## src/rtl/setpoint_ctrl.sv

```systemverilog
// Up/down setpoint register with programmable step, saturate/wrap range limits,
// hold-to-repeat on two push-button levels, parallel load and enable.
module setpoint_ctrl #(
  parameter int WIDTH    = 16,
  parameter int MIN_VAL  = 0,
  parameter int MAX_VAL  = 999,
  parameter int RST_VAL  = 0,
  parameter int STEP     = 1,
  parameter int WRAP     = 0,
  parameter int HOLD_CYC = 50_000_000,
  parameter int RPT_CYC  = 10_000_000
) (
  input  logic             clk,
  input  logic             rst,
  input  logic             en,
  input  logic             up_i,
  input  logic             dn_i,
  input  logic             load,
  input  logic [WIDTH-1:0] load_val,
  output logic [WIDTH-1:0] val,
  output logic             chg,
  output logic             at_min,
  output logic             at_max
);

  localparam logic [1:0] S_IDLE = 2'd0;
  localparam logic [1:0] S_HOLD = 2'd1;
  localparam logic [1:0] S_RPT  = 2'd2;

  localparam logic [WIDTH-1:0] MIN_V  = WIDTH'(MIN_VAL);
  localparam logic [WIDTH-1:0] MAX_V  = WIDTH'(MAX_VAL);
  localparam logic [WIDTH-1:0] RST_V  = WIDTH'(RST_VAL);
  localparam logic [WIDTH-1:0] STEP_V = WIDTH'(STEP);
  localparam logic [WIDTH:0]   MIN_X  = (WIDTH+1)'(MIN_VAL);
  localparam logic [WIDTH:0]   MAX_X  = (WIDTH+1)'(MAX_VAL);
  localparam logic [WIDTH:0]   STEP_X = (WIDTH+1)'(STEP);
  localparam logic [31:0]      HOLD_LAST = 32'(HOLD_CYC - 1);
  localparam logic [31:0]      RPT_LAST  = 32'(RPT_CYC - 1);

  // One extra bit keeps val+STEP from overflowing before the range test.
  function automatic logic [WIDTH-1:0] step_val(input logic [WIDTH-1:0] v, input logic up);
    logic [WIDTH:0] s;
    s = {1'b0, v} + STEP_X;
    if (up) begin
      if (s > MAX_X) step_val = (WRAP != 0) ? MIN_V : MAX_V;
      else           step_val = s[WIDTH-1:0];
    end else begin
      if ({1'b0, v} < MIN_X + STEP_X) step_val = (WRAP != 0) ? MAX_V : MIN_V;
      else                            step_val = v - STEP_V;
    end
  endfunction

  function automatic logic [WIDTH-1:0] clamp(input logic [WIDTH-1:0] v);
    if (int'(v) < MIN_VAL)      clamp = MIN_V;
    else if (int'(v) > MAX_VAL) clamp = MAX_V;
    else                        clamp = v;
  endfunction

  logic [WIDTH-1:0] val_q, val_d;
  logic             chg_q;
  logic [1:0]       st_q, st_d;
  logic [31:0]      tmr_q, tmr_d;
  logic             dir_q, dir_d;
  logic             up_s_q, dn_s_q, up_p_q, dn_p_q;
  logic             press_up, press_dn, held;

  assign press_up = up_s_q & ~up_p_q & ~dn_s_q;
  assign press_dn = dn_s_q & ~dn_p_q & ~up_s_q;
  assign held     = dir_q ? (up_s_q & ~dn_s_q) : (dn_s_q & ~up_s_q);

  always_comb begin
    val_d = val_q;
    st_d  = st_q;
    tmr_d = tmr_q;
    dir_d = dir_q;
    if (load) begin
      val_d = clamp(load_val);
      st_d  = S_IDLE;
      tmr_d = '0;
    end else if (!en) begin
      st_d  = S_IDLE;
      tmr_d = '0;
    end else begin
      case (st_q)
        S_IDLE: begin
          if (press_up || press_dn) begin
            dir_d = press_up;
            val_d = step_val(val_q, press_up);
            tmr_d = '0;
            st_d  = S_HOLD;
          end
        end
        S_HOLD: begin
          if (!held) begin
            st_d  = S_IDLE;
            tmr_d = '0;
          end else if (tmr_q == HOLD_LAST) begin
            val_d = step_val(val_q, dir_q);
            tmr_d = '0;
            st_d  = S_RPT;
          end else begin
            tmr_d = tmr_q + 32'd1;
          end
        end
        S_RPT: begin
          if (!held) begin
            st_d  = S_IDLE;
            tmr_d = '0;
          end else if (tmr_q == RPT_LAST) begin
            val_d = step_val(val_q, dir_q);
            tmr_d = '0;
          end else begin
            tmr_d = tmr_q + 32'd1;
          end
        end
        default: begin
          st_d  = S_IDLE;
          tmr_d = '0;
        end
      endcase
    end
  end

  // Level registers reset high so a button held through reset is never a press.
  always_ff @(posedge clk or posedge rst) begin
    if (rst) begin
      val_q  <= RST_V;
      chg_q  <= 1'b0;
      st_q   <= S_IDLE;
      tmr_q  <= '0;
      dir_q  <= 1'b0;
      up_s_q <= 1'b1;
      dn_s_q <= 1'b1;
      up_p_q <= 1'b1;
      dn_p_q <= 1'b1;
    end else begin
      val_q  <= val_d;
      chg_q  <= (val_d != val_q);
      st_q   <= st_d;
      tmr_q  <= tmr_d;
      dir_q  <= dir_d;
      up_s_q <= up_i;
      dn_s_q <= dn_i;
      up_p_q <= up_s_q;
      dn_p_q <= dn_s_q;
    end
  end

  assign val    = val_q;
  assign chg    = chg_q;
  assign at_min = (val_q == MIN_V);
  assign at_max = (val_q == MAX_V);

endmodule

```

## config.mk

```make
export PLATFORM = sky130hd
export DESIGN_NAME = setpoint_ctrl
export DESIGN_NICKNAME = d
export VERILOG_FILES = /design/src/rtl/setpoint_ctrl.sv
export SDC_FILE = /design/constraint.sdc
export NUM_CORES = 1
export LEC_CHECK = 0
export CORE_UTILIZATION = 50
export DETAILED_ROUTE_END_ITERATION = 12
export DONT_BUFFER_PORTS = 1
export SLEW_MARGIN = 10
export SYNTH_ARGS = -nofsm -noshare
export SYNTH_HDL_FRONTEND = slang
export SYNTH_SLANG_ARGS = --single-unit
```

## constraint.sdc

```tcl
create_clock -name clk -period 4.14 [get_ports clk]
set_clock_uncertainty 0.2 [all_clocks]
set_input_delay 0.414 -clock clk [delete_from_list [all_inputs] [get_ports clk]]
set_output_delay 0.414 -clock clk [all_outputs]
set_load 0.01 [all_outputs]
```

* After elaboration in Yosys (flattened, before gate mapping)
Index checks and enable logic that the tools add are counted.
Storage, ports and cells: flip-flop bits (word level) 56, output and inout port bits 19
Operators by class: add/subtract/negate cells 3, order comparisons 3, reduce and logical (&&, ||, !) cells 5, multiplexer cells 29, eq/ne operators 9, bitwise operators 11
Operators by type and width (number):
- 32-bit 2-to-1 mux | 7
- 16-bit 2-to-1 mux | 12
- 32-bit one-hot mux with 3 select lines | 1
- 16-bit one-hot mux with 3 select lines | 1
- 32-bit by 1-bit adder with 32-bit output (second input constant) | 1
- 32-bit by 24-bit equality test with 1-bit output (second input constant) | 1
- 32-bit by 26-bit equality test with 1-bit output (second input constant) | 1
- 16-bit by 1-bit adder with 17-bit output (second input constant) | 1
- 17-bit by 10-bit greater-than comparator with 1-bit output (second input constant) | 1
- 16-bit by 10-bit equality test with 1-bit output (second input constant) | 1
- 16-bit by 10-bit greater-than comparator with 1-bit output (second input constant) | 1
- 16-bit zero test | 1
- 16-bit by 1-bit less-than comparator with 1-bit output (second input constant) | 1
- 16-bit inequality test | 1
- 16-bit by 1-bit subtractor with 16-bit output (second input constant) | 1
- 2-bit 2-to-1 mux | 6
- 4-bit inequality test (second input constant) | 2
- 1-bit AND | 6
- 2-bit one-hot mux with 3 select lines | 1
- 5-bit inequality test (second input constant) | 1
- 1-bit inverter | 5
- 4-bit AND reduction | 1
- 3-bit AND reduction | 1
- 2-bit by 1-bit equality test with 1-bit output (second input constant) | 1
- other kinds (4) | 4

* Logic depth before layout (Yosys ltp)
depth after elaboration 10, mapped depth 15, gate-level depth less buffers 12

* Least setup slack after synthesis
No wires, ideal clock.
kind register to register, start register val_q[0], in the netlist val[0], end register chg_q, in the netlist chg, buffers on the path 2, cell stages (with the launch flop) 15, slack 0.553 ns, clock period less this slack 3.587 ns, arrival 3.253 ns, cells stage by stage dfrtp_1 clkbuf_1 inv_1 ha_1 or3b_1 clkbuf_1 nor4_4 a21oi_2 nor2_1 nor2_1 a22o_1 a2111oi_4 mux2i_1 o21ai_1 nand4b_1
On the way: longest elaborated chain between the ends 10, elaborated cells between the ends (all ways) 17, classes of those cells 2 x add/sub; 2 x order compare; 1 x eq/ne; 12 x mux
Ends and longest elaborated chain:
- start, declared | RTL line 59 | logic [WIDTH-1:0] val_q, val_d;
- start signal, assigned | RTL line 137 | val_q <= val_d;
- 16-bit by 1-bit adder with 17-bit output | RTL line 43 | s = {1'b0, v} + STEP_X;
- 17-bit by 10-bit greater-than comparator with 1-bit output | RTL line 45 | if (s > MAX_X) step_val = (WRAP != 0) ? MIN_V : MAX_V;
- 16-bit 2-to-1 mux | RTL line 45
- 16-bit 2-to-1 mux | RTL line 44 | if (up) begin
- 16-bit 2-to-1 mux, on equally long branches | RTL line 109, 97
- 16-bit 2-to-1 mux, on equally long branches | RTL line 106, 94
- 16-bit one-hot mux with 3 select lines | RTL line 84 | case (st_q)
- 16-bit 2-to-1 mux | RTL line 80 | end else if (!en) begin
- 16-bit 2-to-1 mux | RTL line 76 | if (load) begin
- 16-bit inequality test (*) | RTL line 138 | chg_q <= (val_d != val_q);
- end signal, assigned | RTL line 138
- end, declared | RTL line 60 | logic chg_q;
Mark *: on every way between the ends. The rest lies on a longest branch, timed or not. A chain may end at the register's enable or synchronous reset.

* Final worst setup path
Same ends and word-level chain as after synthesis.

==> metrics.md <==
| Metric | Value |
|---|---|
| Worst VDD drop | 143 uV |
| First-pass detailed-route iteration total | 5 |
| Mean post-synth cell area | 7.74 um2 |
| Reg-to-reg slack, setup | 180 ps |
| Fin util | 0.550 |
| Tmin final | 3960 ps |
| Post-synth EDFFs | 0 |
| Clock buffer count from CTS | 5 |
| Vias in the first global route | 5,427 |
| Antenna Nets Post-Route | 0 |
| FF-to-FF path depth | 13 |
| Int Pwr | 835 uW |
| WHS Endpoint | val[0] |
| Reg clk slew, reported paths | about 110 ps |
| Global-route wire length before repair | 29,900 um |
| Antenna Cells | 0 |
| Fin crit share | 0.956 |
| Worst-path cell chain | inv_1, ha_1, or3b_1, nor4_4, buf_4, or4_1, a2111oi_0, nor4_1, nand4_1, nor4_1, buf_4, and4b_1, nand4b_1 |
| Clk root buf | clkbuf_8 |
| Fill count | 981 |
| Die area | 0.0111 mm2 |
| CTS tree | done |
| Routed WL | 18,700 um |
| Gate Count Post-Synth | approximately 700 |
| Largest stage delay on the critical path | 580 ps |
| Min-Delay Startpoint | load_val[0] |
| Syn Nets | 718 |
| Post-synthesis async set-or-reset flop share | 1.00 |
| Largest net degree at the start of global routing | 57 |
| Grt ovf | 0 |
| Total track usage | 0.349 |
| Area growth syn-to-layout | 6.68% |
| # Post-CTS Setup Buffers | 0 |
| P_leak | 0.00213 uW |
| CP top delay family | simple AND/OR/NAND/NOR gates |
| Iter 0 DRT Violations | 576 |
| Net Sw Frac | 0.389 |
| Synth Register Bits | 56 |
| Hold Violations, Final | 0 |
| Critical-path top delay cell | or3b_1 |
| Buffers on Ports | 0 |
| Worst-margin pin slew | 747 ps |
| CP Class | register to register |
| Post-synthesis sequential area ratio | 0.264 |
| Vias/cell | 6.84 |
| Drt wl/cell | around 23 um |
| Launch point of the worst path | val[0] |
| CP endpoint kind | register |
| Max Cap Viol | 0 |
| CP arrival | 3970 ps |
| Yosys Warn Count | 0 |
| Die height | 105 um |
| Initial antenna violation count | 0 |
| Critical path fanouts, max | 19 |
| Post-detailed-route DRC marker count | 0 |
| Worst reg2reg path endpoint | chg |
| Post-CTS Resized | 0 |
| Core ar. | 0.0103 mm2 |
| Final nets | 716 |
| RD Place Congestion | around 0.98 |
| Final slew viol count | 0 |
| CTS Sinks | 56 |
| Synth Cell Area | 0.00532 mm2 |
| Site Rows | 37 |
| Relative slew slack | 0.502 |
| Logic gate share of total power | 0.318 |
| CP required | 4150 ps |
| Type of origin of the critical path | register |
| DIE WIDTH | 105 um |
| Share of layout cells above drive strength 1 | 0.112 |
| Starting density of the core | 0.515 |
| Clk_lat worst skew | 340 ps |
| Psw | 531 uW |
| Clk buf depth | 2 |
| Sequential Power Share | 0.433 |
| CTS Hold Bufs | 4 |
| Predominant post-synthesis flop cell | dfrtp_1 |
| DP HPWL | 13,700 um |
| R2r startpoint | val[0] |
| Hold Path Depth | 1 |
| H-tree depth | 2 |
| Sum Neg Setup Slack | 0 ps |
| Yosys cell types | 91 |
| Hold WC Path Type | input port to register |
| Fmax | roughly 250 MHz |
| DR vias | 5,626 |
| RSZ-0062 raised after global routing | no |
| Buf+Inv Stages, Crit Path | 3 |
| IO Pins | between 40 and 50 |
| Status | finished, final reports clean |
| Power share of the clock group | 0.249 |
| Pwr Density | 241 mW/mm2 |
| Setup-failing EPs final | 0 |
==> worst max-delay path by stage <==
stage           to  slack (ps)  cells past startpoint
3_3_place_gp   chg         280                     13
2_1_floorplan  chg         550                     14
6_report       chg         180                     13
5_1_grt        chg          60                     13
4_1_cts        chg         290                     13
3_5_place_dp   chg         330                     13
==> power by group through the flow <==
| stage | registers, uW | logic (uW) | clock network [uW] |
|---|---|---|---|
| global route | 594 | 464 | 365 |
| global placement | 600 | 413 | 0 |
| finish | 591 | 434 | 340 |
| floorplan | 590 | 304 | 0 |
| CTS | 590 | 422 | 344 |
| detailed placement | 601 | 415 | 0 |
==> metrics by stage <==
stage / power, uW / instance area (um2) / std cells / hold WS [ps] / setup slack (ps)
after global routing: 1420 / 5680 / 822 / 4.64 / 55.9
after global placement: 1010 / 5540 / 810 / 195 / 275
after floorplan: 894 / 5320 / 687 / 181 / 553
final: 1370 / 5680 / 822 / 2.83 / 184
after CTS: 1360 / 5680 / 822 / 3.04 / 291
after detailed placement: 1020 / 5540 / 810 / 199 / 328
==> layout make-up <==
type	instances	area (um2)	share of cell area
clock buffer	5	68.8	0.0121
clock inverter	3	25.0	0.00441
inverter	20	75.1	0.0132
multi-input combinational	563	3630	0.639
sequential	56	1410	0.248
tap	136	170	0.0300
timing repair buffer	39	303	0.0534
==> cell usage after synthesis (8+ instances only) <==
cell type | count | area, um2
o21ai_0 | 37 | 185
nor2b_1 | 11 | 68.8
and3_1 | 17 | 106
nor3_1 | 24 | 120
nand2_1 | 58 | 218
a31oi_1 | 8 | 50.1
nand2b_1 | 8 | 50.1
dfrtp_1 | 52 | 1300
xor2_1 | 27 | 236
inv_1 | 20 | 75.1
o31ai_1 | 9 | 67.6
or3_1 | 10 | 62.6
or4_1 | 10 | 75.1
ha_1 | 9 | 113
xnor2_1 | 15 | 131
nor4_1 | 17 | 106
nand3_1 | 26 | 130
and2_1 | 8 | 50.1
nand4_1 | 21 | 131
a21oi_1 | 37 | 185
clkbuf_1 | 35 | 131
nor2_1 | 74 | 278
==> state kept, by name, indices dropped and copies added (netlist names) <==
name    cells
val        16
chg         1
dn_s_q      1
dir_q       1
up_p_q      1
up_s_q      1
st_q        2
dn_p_q      1
tmr_q      32
==> layer usage <==
| layer | GRT usage | share of wire |
|---|---|---|
| met4 | 0.194 | 0.058 |
| met1 | 0.442 | 0.40 |
| met5 | 0 | 0 |
| met2 | 0.574 | 0.47 |
| met3 | 0.0455 | 0.076 |
==> logic make-up (layout without fill, tap and decap cells) <==
group | count (synthesis) | count (layout) | share of synthesized area
buffers and inverters | 68 | 67 | 0.0539
AND/OR/NAND/NOR | 328 | 328 | 0.340
AO/OA/AOI/OAI | 180 | 180 | 0.244
adder cells (fa/ha/maj) | 9 | 9 | 0.0212
multiplexers | 4 | 4 | 0.00776
XOR/XNOR | 42 | 42 | 0.0691
flip-flops | 56 | 56 | 0.264
==> layout by cell type (no fill, tap or decap), drive strengths merged, types with 8 or more instances in the layout <==
cell and count:
nand2 59, o21ai 42, dfrtp 52, or3 10
nor3 26, nand4 22, and3 17, nor2b 11
nor2 74, and2 9, or4 11, xnor2 15
nand3 26, nor4 20, nand2b 8, inv 22
a31oi 8, a21oi 39, xor2 27, o211ai 8
o31ai 11, ha 9, buf 35
Power figures use the tool's default switching activity.
